--- src/rtl/mips_mc_control.sv ---
// Multicycle MIPS main control: walks fetch/decode/execute/memory/writeback
// for one instruction at a time and drives the ALU, operand muxes and memory.
module mips_mc_control #(
  parameter int OP_W    = 6,
  parameter int ALUOP_W = 4
) (
  input  logic               clock,
  input  logic               reset_n,
  input  logic [OP_W-1:0]    opcode,
  input  logic [OP_W-1:0]    funct,
  input  logic               zero,
  input  logic               mem_ready,
  output logic               pc_en,
  output logic [1:0]         pc_src,
  output logic               ir_write,
  output logic               mem_read,
  output logic               mem_write,
  output logic               iord,
  output logic               reg_write,
  output logic               reg_dst,
  output logic               mem_to_reg,
  output logic               alu_src_a,
  output logic [1:0]         alu_src_b,
  output logic               ext_op,
  output logic [ALUOP_W-1:0] alu_op,
  output logic               illegal,
  output logic [3:0]         state
);

  typedef enum logic [3:0] {
    FETCH   = 4'd0,
    DECODE  = 4'd1,
    MEMADR  = 4'd2,
    MEMRD   = 4'd3,
    MEMWB   = 4'd4,
    MEMWR   = 4'd5,
    EXEC_R  = 4'd6,
    ALUWB_R = 4'd7,
    EXEC_I  = 4'd8,
    ALUWB_I = 4'd9,
    BRANCH  = 4'd10,
    JUMP    = 4'd11
  } state_t;

  localparam logic [OP_W-1:0] OP_R    = OP_W'(6'b000000);
  localparam logic [OP_W-1:0] OP_LW   = OP_W'(6'b100011);
  localparam logic [OP_W-1:0] OP_SW   = OP_W'(6'b101011);
  localparam logic [OP_W-1:0] OP_BEQ  = OP_W'(6'b000100);
  localparam logic [OP_W-1:0] OP_ADDI = OP_W'(6'b001000);
  localparam logic [OP_W-1:0] OP_ORI  = OP_W'(6'b001101);
  localparam logic [OP_W-1:0] OP_J    = OP_W'(6'b000010);

  localparam logic [OP_W-1:0] FN_ADD = OP_W'(6'b100000);
  localparam logic [OP_W-1:0] FN_SUB = OP_W'(6'b100010);
  localparam logic [OP_W-1:0] FN_AND = OP_W'(6'b100100);
  localparam logic [OP_W-1:0] FN_OR  = OP_W'(6'b100101);
  localparam logic [OP_W-1:0] FN_SLT = OP_W'(6'b101010);

  localparam logic [ALUOP_W-1:0] ALU_ADD = ALUOP_W'(4'b0000);
  localparam logic [ALUOP_W-1:0] ALU_SUB = ALUOP_W'(4'b0001);
  localparam logic [ALUOP_W-1:0] ALU_AND = ALUOP_W'(4'b0010);
  localparam logic [ALUOP_W-1:0] ALU_OR  = ALUOP_W'(4'b0011);
  localparam logic [ALUOP_W-1:0] ALU_SLT = ALUOP_W'(4'b0100);

  state_t cur_state, nxt_state;

  // Raw strobes before the reset gate; the gate keeps writes off while reset_n is low.
  logic pc_en_raw, ir_write_raw, mem_write_raw, reg_write_raw, illegal_raw;

  always_ff @(posedge clock or negedge reset_n) begin
    if (!reset_n) cur_state <= FETCH;
    else          cur_state <= nxt_state;
  end

  // Memory handshake: mem_read/mem_write are held steady for as long as the
  // FSM sits in FETCH/MEMRD/MEMWR; the access completes in the cycle mem_ready=1.
  always_comb begin
    nxt_state     = FETCH;
    pc_en_raw     = 1'b0;
    pc_src        = 2'b00;
    ir_write_raw  = 1'b0;
    mem_read      = 1'b0;
    mem_write_raw = 1'b0;
    iord          = 1'b0;
    reg_write_raw = 1'b0;
    reg_dst       = 1'b0;
    mem_to_reg    = 1'b0;
    alu_src_a     = 1'b0;
    alu_src_b     = 2'b00;
    ext_op        = 1'b0;
    alu_op        = ALU_ADD;
    illegal_raw   = 1'b0;
    case (cur_state)
      FETCH: begin
        mem_read     = 1'b1;
        alu_src_b    = 2'b01;
        pc_en_raw    = mem_ready;
        ir_write_raw = mem_ready;
        nxt_state    = mem_ready ? DECODE : FETCH;
      end
      DECODE: begin
        alu_src_b = 2'b11;
        ext_op    = 1'b1;
        case (opcode)
          OP_LW, OP_SW:    nxt_state = MEMADR;
          OP_BEQ:          nxt_state = BRANCH;
          OP_ADDI, OP_ORI: nxt_state = EXEC_I;
          OP_J:            nxt_state = JUMP;
          OP_R: begin
            case (funct)
              FN_ADD, FN_SUB, FN_AND, FN_OR, FN_SLT: nxt_state = EXEC_R;
              default: illegal_raw = 1'b1;
            endcase
          end
          default: illegal_raw = 1'b1;
        endcase
      end
      MEMADR: begin
        alu_src_a = 1'b1;
        alu_src_b = 2'b10;
        ext_op    = 1'b1;
        nxt_state = (opcode == OP_LW) ? MEMRD : MEMWR;
      end
      MEMRD: begin
        mem_read  = 1'b1;
        iord      = 1'b1;
        nxt_state = mem_ready ? MEMWB : MEMRD;
      end
      MEMWB: begin
        reg_write_raw = 1'b1;
        mem_to_reg    = 1'b1;
      end
      MEMWR: begin
        mem_write_raw = 1'b1;
        iord          = 1'b1;
        nxt_state     = mem_ready ? FETCH : MEMWR;
      end
      EXEC_R: begin
        alu_src_a = 1'b1;
        case (funct)
          FN_SUB:  alu_op = ALU_SUB;
          FN_AND:  alu_op = ALU_AND;
          FN_OR:   alu_op = ALU_OR;
          FN_SLT:  alu_op = ALU_SLT;
          default: alu_op = ALU_ADD;
        endcase
        nxt_state = ALUWB_R;
      end
      ALUWB_R: begin
        reg_write_raw = 1'b1;
        reg_dst       = 1'b1;
      end
      EXEC_I: begin
        alu_src_a = 1'b1;
        alu_src_b = 2'b10;
        if (opcode == OP_ORI) begin
          ext_op = 1'b0;
          alu_op = ALU_OR;
        end else begin
          ext_op = 1'b1;
          alu_op = ALU_ADD;
        end
        nxt_state = ALUWB_I;
      end
      ALUWB_I: reg_write_raw = 1'b1;
      BRANCH: begin
        alu_src_a = 1'b1;
        alu_op    = ALU_SUB;
        pc_src    = 2'b01;
        pc_en_raw = zero;
      end
      JUMP: begin
        pc_src    = 2'b10;
        pc_en_raw = 1'b1;
      end
      default: nxt_state = FETCH;
    endcase
  end

  assign pc_en     = pc_en_raw     & reset_n;
  assign ir_write  = ir_write_raw  & reset_n;
  assign mem_write = mem_write_raw & reset_n;
  assign reg_write = reg_write_raw & reset_n;
  assign illegal   = illegal_raw   & reset_n;
  assign state     = cur_state;

endmodule

--- config.mk ---
export PLATFORM = sky130hd
export DESIGN_NAME = mips_mc_control
export DESIGN_NICKNAME = d
export VERILOG_FILES = /design/src/rtl/mips_mc_control.sv
export SDC_FILE = /design/constraint.sdc
export NUM_CORES = 1
export LEC_CHECK = 0
export CAP_MARGIN = 20
export CORE_MARGIN = 4
export CORE_UTILIZATION = 35
export DETAILED_ROUTE_END_ITERATION = 6
export GPL_TIMING_DRIVEN = 1
export PLACE_DENSITY = 0.87
export SETUP_SLACK_MARGIN = 0.5
export SLEW_MARGIN = 20
export SYNTH_ARGS = -nofsm -noshare
export SYNTH_HDL_FRONTEND = slang
export SYNTH_SLANG_ARGS = --single-unit
export TNS_END_PERCENT = 1
--- constraint.sdc ---
create_clock -name clock -period 1.52 [get_ports clock]
set_input_delay 0.304 -clock clock [delete_from_list [all_inputs] [get_ports clock]]
set_output_delay 0.304 -clock clock [all_outputs]
set_load 0.005 [all_outputs]
Word-level counts from Yosys, hierarchy flattened --
Index checks and enable logic that the tools add are counted.
Word-level totals: bits in registers 4, bits of input ports 16, output and inout port bits 23, logic and storage cells 66
Operators by class: eq/ne operators 22, muxes and demuxes 26, bitwise gates (word level) 5, reductions and logical operators 12
Operators with widths (count):
- 6-bit equality test (second input constant) | 7
- 4-bit case mux with 7 select lines | 1
- 4-bit case mux with 5 select lines | 1
- 4-bit by 3-bit equality test with 1-bit output (second input constant) | 4
- 4-bit equality test (second input constant) | 4
- 6-bit by 4-bit equality test with 1-bit output (second input constant) | 2
- 1-bit two-way mux | 12
- 3-bit two-way mux | 4
- 3-bit case mux with 4 select lines | 1
- 2-bit OR reduction | 6
- 3-bit case mux with 3 select lines | 1
- 4-bit by 2-bit equality test with 1-bit output (second input constant) | 2
- 6-bit by 2-bit equality test with 1-bit output (second input constant) | 1
- 6-bit by 3-bit equality test with 1-bit output (second input constant) | 1
- 6-bit zero test | 1
- 2-bit case mux with 3 select lines | 1
- 6-bit OR reduction | 1
- 1-bit bitwise AND | 5
- 5-bit OR reduction | 1
- 4-bit by 1-bit equality test with 1-bit output (second input constant) | 1
- 4-bit zero test | 1
- 1-bit case mux with 2 select lines | 2
- 2-bit case mux with 2 select lines | 1
- 4-bit OR reduction | 1
- other kinds (3) | 3

Logic depth before layout (Yosys ltp) --
Gate-level depths: netlist of run 1.
word-level depth 6, mapped depth 5, depth with buffers taken out 4

Worst setup path before layout of run 1 --
No wires, ideal clock.
kind register to output, start point reg cur_state[0] (netlist: state[0]), end point out alu_op[0], data arrival time 1.280 ns, required time 1.216 ns, path slack -0.064 ns, stages on the path, launching flop included 4, path buffers 0, path through dfrtp_1 nand2b_1 or4_1 o32ai_1
Between the ends: longest elaborated chain between the ends 2, elaborated cells between the ends (all ways) 4, classes of those cells eq/ne (3); mux (1)
RTL lines:
- start: declaration | line 65 | state_t cur_state, nxt_state;
- start signal: assignment | line 72 | else cur_state <= nxt_state;
- 4-bit equality test / 4-bit by 3-bit equality test with 1-bit output (equally long branches) | line 93 | case (cur_state)
- 3-bit case mux with 3 select lines (*) | line 93
- end: declaration | line 25 | output logic [ALUOP_W-1:0] alu_op,
Mark *: on every way between the ends. The rest lies on a longest branch, timed or not.

Final worst setup path of run 1 --
start point reg cur_state[1] (netlist: state[1]), end point out alu_op[1]
Same word-level chain as after synthesis.

==> results of run 1 <==
## final cells by class
cell class	instances	area share
Multi-Input combinational cell	87	0.479
Inverter	2	0.00465
Timing Repair Buffer	84	0.419
Sequential cell	4	0.0628
Clock buffer	3	0.0140
Tap cell	27	0.0209
## path summary, 6_finish.rpt
check / cells after the start / slack (ps) / endpoint / start
setup reg to reg: 6 / -70 / state[1] / state[1]
hold / removal: 5 / 530 / state[1] / opcode[4]
max in group asynchronous: 3 / 880 / state[2] / reset_n
setup / recovery: 5 / -350 / alu_op[1] / state[1]
hold reg to reg: 3 / 770 / state[0] / state[3]
min in group asynchronous: 3 / 540 / state[1] / reset_n
## cell usage after synthesis (all sizes together) (3+ instances only)
library cell / n / area (µm²)
xnor2: 3 / 26.3
a21oi: 6 / 30.0
dfrtp: 4 / 100
o21ai: 4 / 20.0
nor3: 3 / 15.0
buf: 10 / 58.8
nand2: 4 / 15.0
nand2b: 9 / 56.3
nor3b: 4 / 30.0
nor2b: 6 / 37.5
nor4: 7 / 58.8
nor2: 11 / 41.3
## worst max-delay path: stages (launching register included)
cell and delay (ps):
dfrtp_1 370, buf_6 120, nand2b_4 50, or4_4 530, o32ai_2 100, buf_2 150
## stage by stage
stage / hold WS [ps] / setup TNS, ps
2_1_floorplan: 8.41 / 0
3_3_place_gp: 668 / -8740
3_5_place_dp: 699 / -9560
4_1_cts: 515 / -3850
5_1_grt: 547 / -5300
6_report: 526 / -4040
## cell families (layout without fill, tap and decap cells)
logic type	count (synthesis)	in the layout	share of synthesized area
mux	2	2	0.0302
compound gates	25	25	0.237
flops	4	4	0.134
xor+xnor	3	3	0.0352
simple gates	56	56	0.470
buf+inv	12	89	0.0889
other cells	1	1	0.00503
## placed cells by master, fill, tap and decap left out, types with 2 or more instances in the layout
cell type,count
buf_4,37
clkdlybuf4s15_2,3
nand4b_1,2
clkbuf_2,2
nor2b_4,2
nand2b_1,5
a21o_1,2
dfrtp_1,3
buf_6,11
clkdlybuf4s15_1,4
clkbuf_4,3
nand2_1,3
nor4_4,4
nor3_1,2
nor2_1,8
clkdlybuf4s50_1,5
a21oi_1,4
o32ai_2,2
inv_1,2
nor2b_2,2
buf_2,14
dlygate4sd2_1,8
a21oi_2,2
xnor2_1,3
nor2b_1,2
o21ai_1,3
nor2_2,2
nor4_1,2
nand3_1,2
nor3b_2,2
nand2b_4,4
## timing repair
action	in CTS	in global routing
setup endpoints to repair	26	26
pin swaps	16	2
setup buffers	9	0
resized for setup	126	12
## where the power goes
part | switching [W] | internal (W) | leakage (nW) | total (W)
Clock | 0.0000510 | 0.0000888 | 0.0138 | 0.000140
Combinational | 0.000244 | 0.000318 | 0.668 | 0.000563
Sequential | 0.00000863 | 0.000116 | 0.0524 | 0.000125
Total | 0.000304 | 0.000523 | 0.734 | 0.000827
## routing by layer
layer,share of wire,vias up
met4,0.029,0
met1,0.38,544
met2,0.53,48
met3,0.063,10
met5,0,-
li1,-,538
==> flow_summary.ini, run 1 <==
[clock_tree]
cts_buffers = 3
cts_hold_buf = 0
clock-sinks = 4
clk_latency_ps = 250
cts_tree = yes
cts.reportedPaths.clkPinSlew_ps = 40
cts_max_level = 1
root_buffer = clkbuf_4
clockBufferDepth = 2

[route]
drt_wl_total_mm = 3.37
vias = 1140
drtIter0Drc = 11
ant_nets = 0
post_drt_wl_per_cell_um = 16.3
viasPerCell = 5.51
post-route-drc-count = 0
firstDrtPassIters = 4

[grt]
busiest_layer = met2
use_met1 = 0.269
grt_max_degree = 12
grt_pass1_vias = 1257
grt_use_met3 = 0.0305
antenna_found_initial = 0
track_usage = 0.258
grt_use_met2 = 0.494
grt_pass1_wl_mm = 5.49
grt_overflow = 0

[finish]
fill_cells = 135
largest_reg_flops = 4
num_antenna_cells = 0
fin_util = 0.806
multi_input_area_um2 = 772
seqCellArea_um2 = 101
final_cells = 207
fin_nets = 198
area_growth_pct = 116
drive_gt1_frac = 0.589
fin_area_um2 = 1610

[sta]
setup_ws_ps = -350
skew_ps = 9.07
rsz0062_at_grt = yes
fmax_ghz = 0.535
finalHoldViolations = 0
min_period_ps = 1870
finalSetupViolCount = 21
fin_crit_sh = 1.23
drv_slew = 0

[die]
core_um2 = 2000
die_width_um = 54.2
start_util = 0.372
std_cell_rows = 16
io_pins = 39
dieArea_um2 = 2930
fp.dieH_um = 54.2

[place]
post-dp-hpwl_mm = 2.22
place_ws_ps = -992
portBuffers = 37
post-place-cells = 195
place.gp.congestion = 0.859
placed_area_um2 = 1410

[logic_synthesis]
yosysSeqAreaShare = 0.134
synthCells = 103
synth_nets = 119
synth-edff-count = 0
synth_area_um2 = 746
syn_area_per_cell_um2 = 7.24
yosys_warnings = 0
synth-main-ff-cell = dfrtp_1
synth-seq-cells = 4
synthArstFlopShare = 1.00
ys_types = 41

[run_status]
violations = negative setup slack
status = complete, but fails checks

[critical_path]
end_kind = output pin
cp_max_fo = 2
arrival_ps = 1570
startpoint_type = flop
critPathKind = reg -> out
critical_path_required_ps = 1220

[hold_path]
hold_class = in -> reg

[flow_run]
max_cap_viol_count = 0

[power_and_ir_drop]
p_per_area_nw_per_um2 = 513
irDropWorstVdd_mv = 0.290
leakage_nw = 0.734
power_w = 0.000827
No activity file was read; power rests on OpenSTA's default activity.
==> run 2, diff against run 1 <==
- PLACE_DENSITY: 0.87 -> 0.79
==> run 2 against run 1 <==
Effect of this change: the flow still finishes with violations (negative setup slack); final area up 7.7%; cell count up 2.4%; clock skew down 4.6 ps; combinational power up 8.3%; sequential power about the same; largest cell class unchanged; largest power group unchanged.
==> flow_summary.ini, run 2 (synthesized netlist as in run 1, its figures left out) <==
[run_status]
status = complete, but fails checks
violations = negative setup slack

[route]
firstDrtPassIters = 4
post_drt_wl_per_cell_um = 17.9
drt_wl_total_mm = 3.79
post-route-drc-count = 0
drtIter0Drc = 33
ant_nets = 0
viasPerCell = 5.66
vias = 1199

[flow_run]
max_cap_viol_count = 0

[critical_path]
arrival_ps = 1660
end_kind = output pin
cp_max_fo = 2
critical_path_required_ps = 1220
critPathKind = in -> out
startpoint_type = input pin

[clock_tree]
clockBufferDepth = 2
cts_hold_buf = 0
root_buffer = clkbuf_4
cts_tree = yes
cts_buffers = 3
clock-sinks = 4
cts_max_level = 1
cts.reportedPaths.clkPinSlew_ps = 40
clk_latency_ps = 240

[hold_path]
hold_class = in -> async

[power_and_ir_drop]
leakage_nw = 0.789
p_switching_w = 0.000321
p_per_area_nw_per_um2 = 500
p_clk_frac = 0.154
seqPwrFrac = 0.143
swShare = 0.370
p_int_w = 0.000547
pwr-share-comb = 0.703
irDropWorstVdd_mv = 0.360

[finish]
fin_util = 0.868
final_cell_mix = 38 x buf_4, 16 x buf_6, 11 x dlygate4sd2_1
layout_commonest_cell = buf_4
fin_nets = 203
fin_area_um2 = 1740
num_antenna_cells = 0
largest_reg_flops = 4
drive_gt1_frac = 0.638
area_growth_pct = 133

[die]
core_um2 = 2000
start_util = 0.372
io_pins = 39
die_width_um = 54.2
std_cell_rows = 16
fp.dieH_um = 54.2
dieArea_um2 = 2930

[sta]
finalHoldViolations = 0
setup_ws_ps = -442
skew_ps = 4.46
fin_crit_sh = 1.29
rsz0062_at_grt = yes
finalSetupViolCount = 19
fmax_ghz = 0.510
min_period_ps = 1960
drv_slew = 0

[place]
portBuffers = 37
place.gp.congestion = 0.878
post-dp-hpwl_mm = 2.30
placed_area_um2 = 1420

[grt]
grt_pass1_vias = 1216
antenna_found_initial = 0
grt_pass1_wl_mm = 5.24
grt_overflow = 0
track_usage = 0.246
grt_max_degree = 14
[run 2: cell count changes in the layout (fill, tap and decap cells not counted), moves of 3 or more]
cell / change
buf_2: -4
dlygate4sd2_1: +3
clkdlybuf4s15_1: -3
buf_6: +5
[run 2: final timing paths]
path | startpoint | to | slack, ps | cells past startpoint
min reg2reg | state[3] | state[0] | 840 | 4
min | reset_n | state[0] | 530 | 3
min in group clock | opcode[1] | state[0] | 690 | 4
max reg2reg | state[3] | state[1] | -160 | 7
max | funct[0] | illegal | -440 | 6
max in group asynchronous | reset_n | state[2] | 880 | 3
[run 2: power by group through the flow]
stage / Clock [W] / Combinational, W / Sequential [W]
finish: 0.000134 / 0.000610 / 0.000124
global route: 0.000143 / 0.000646 / 0.000125
CTS: 0.000140 / 0.000510 / 0.000124
detailed placement: 0 / 0.000463 / 0.000122
global placement: 0 / 0.000449 / 0.000122
floorplan: 0 / 0.000187 / 0.000131
[run 2: routing by layer]
layer / wire (µm) / GRT usage / vias up
li1: - / - / 549
met1: 1440 / 0.243 / 567
met2: 1970 / 0.474 / 73
met3: 310 / 0.0499 / 10
met4: 70 / 0.120 / 0
met5: 0 / 0 / -
[run 2: worst max-delay path, cell delays in order]
cell	delay (ps)
clkdlybuf4s50_1	430
mux2_4	290
nor4_4	200
a21oi_2	100
o2111a_1	130
clkdlybuf4s15_2	210
[run 2: layout make-up]
class / count / area [µm²]
Inverter: 2 / 7.51
Tap cell: 27 / 33.8
Sequential cell: 4 / 101
Clock buffer: 3 / 22.5
Fill cell: 103 / 265
Multi-Input combinational cell: 87 / 830
Timing Repair Buffer: 89 / 742
[run 2: repair_timing]
action | in CTS | in global routing
resized for setup | 114 | 32
endpoints found under the setup margin | 26 | 26
pin swaps | 12 | 7
buffers inserted | 10 | 2
[run 2: through the flow]
step                      std cells  hold WS [ps]  setup slack [ps]  TNS (ps)  total power [W]
after global placement          197           733              -879     -8690         0.000571
after floorplan                 103          8.41              1.94         0         0.000317
final                           212           533              -442     -4170         0.000868
after global routing            212           556              -485     -5380         0.000914
after CTS                       210           523              -405     -4280         0.000773
after detailed placement        197           737              -943     -9380         0.000586
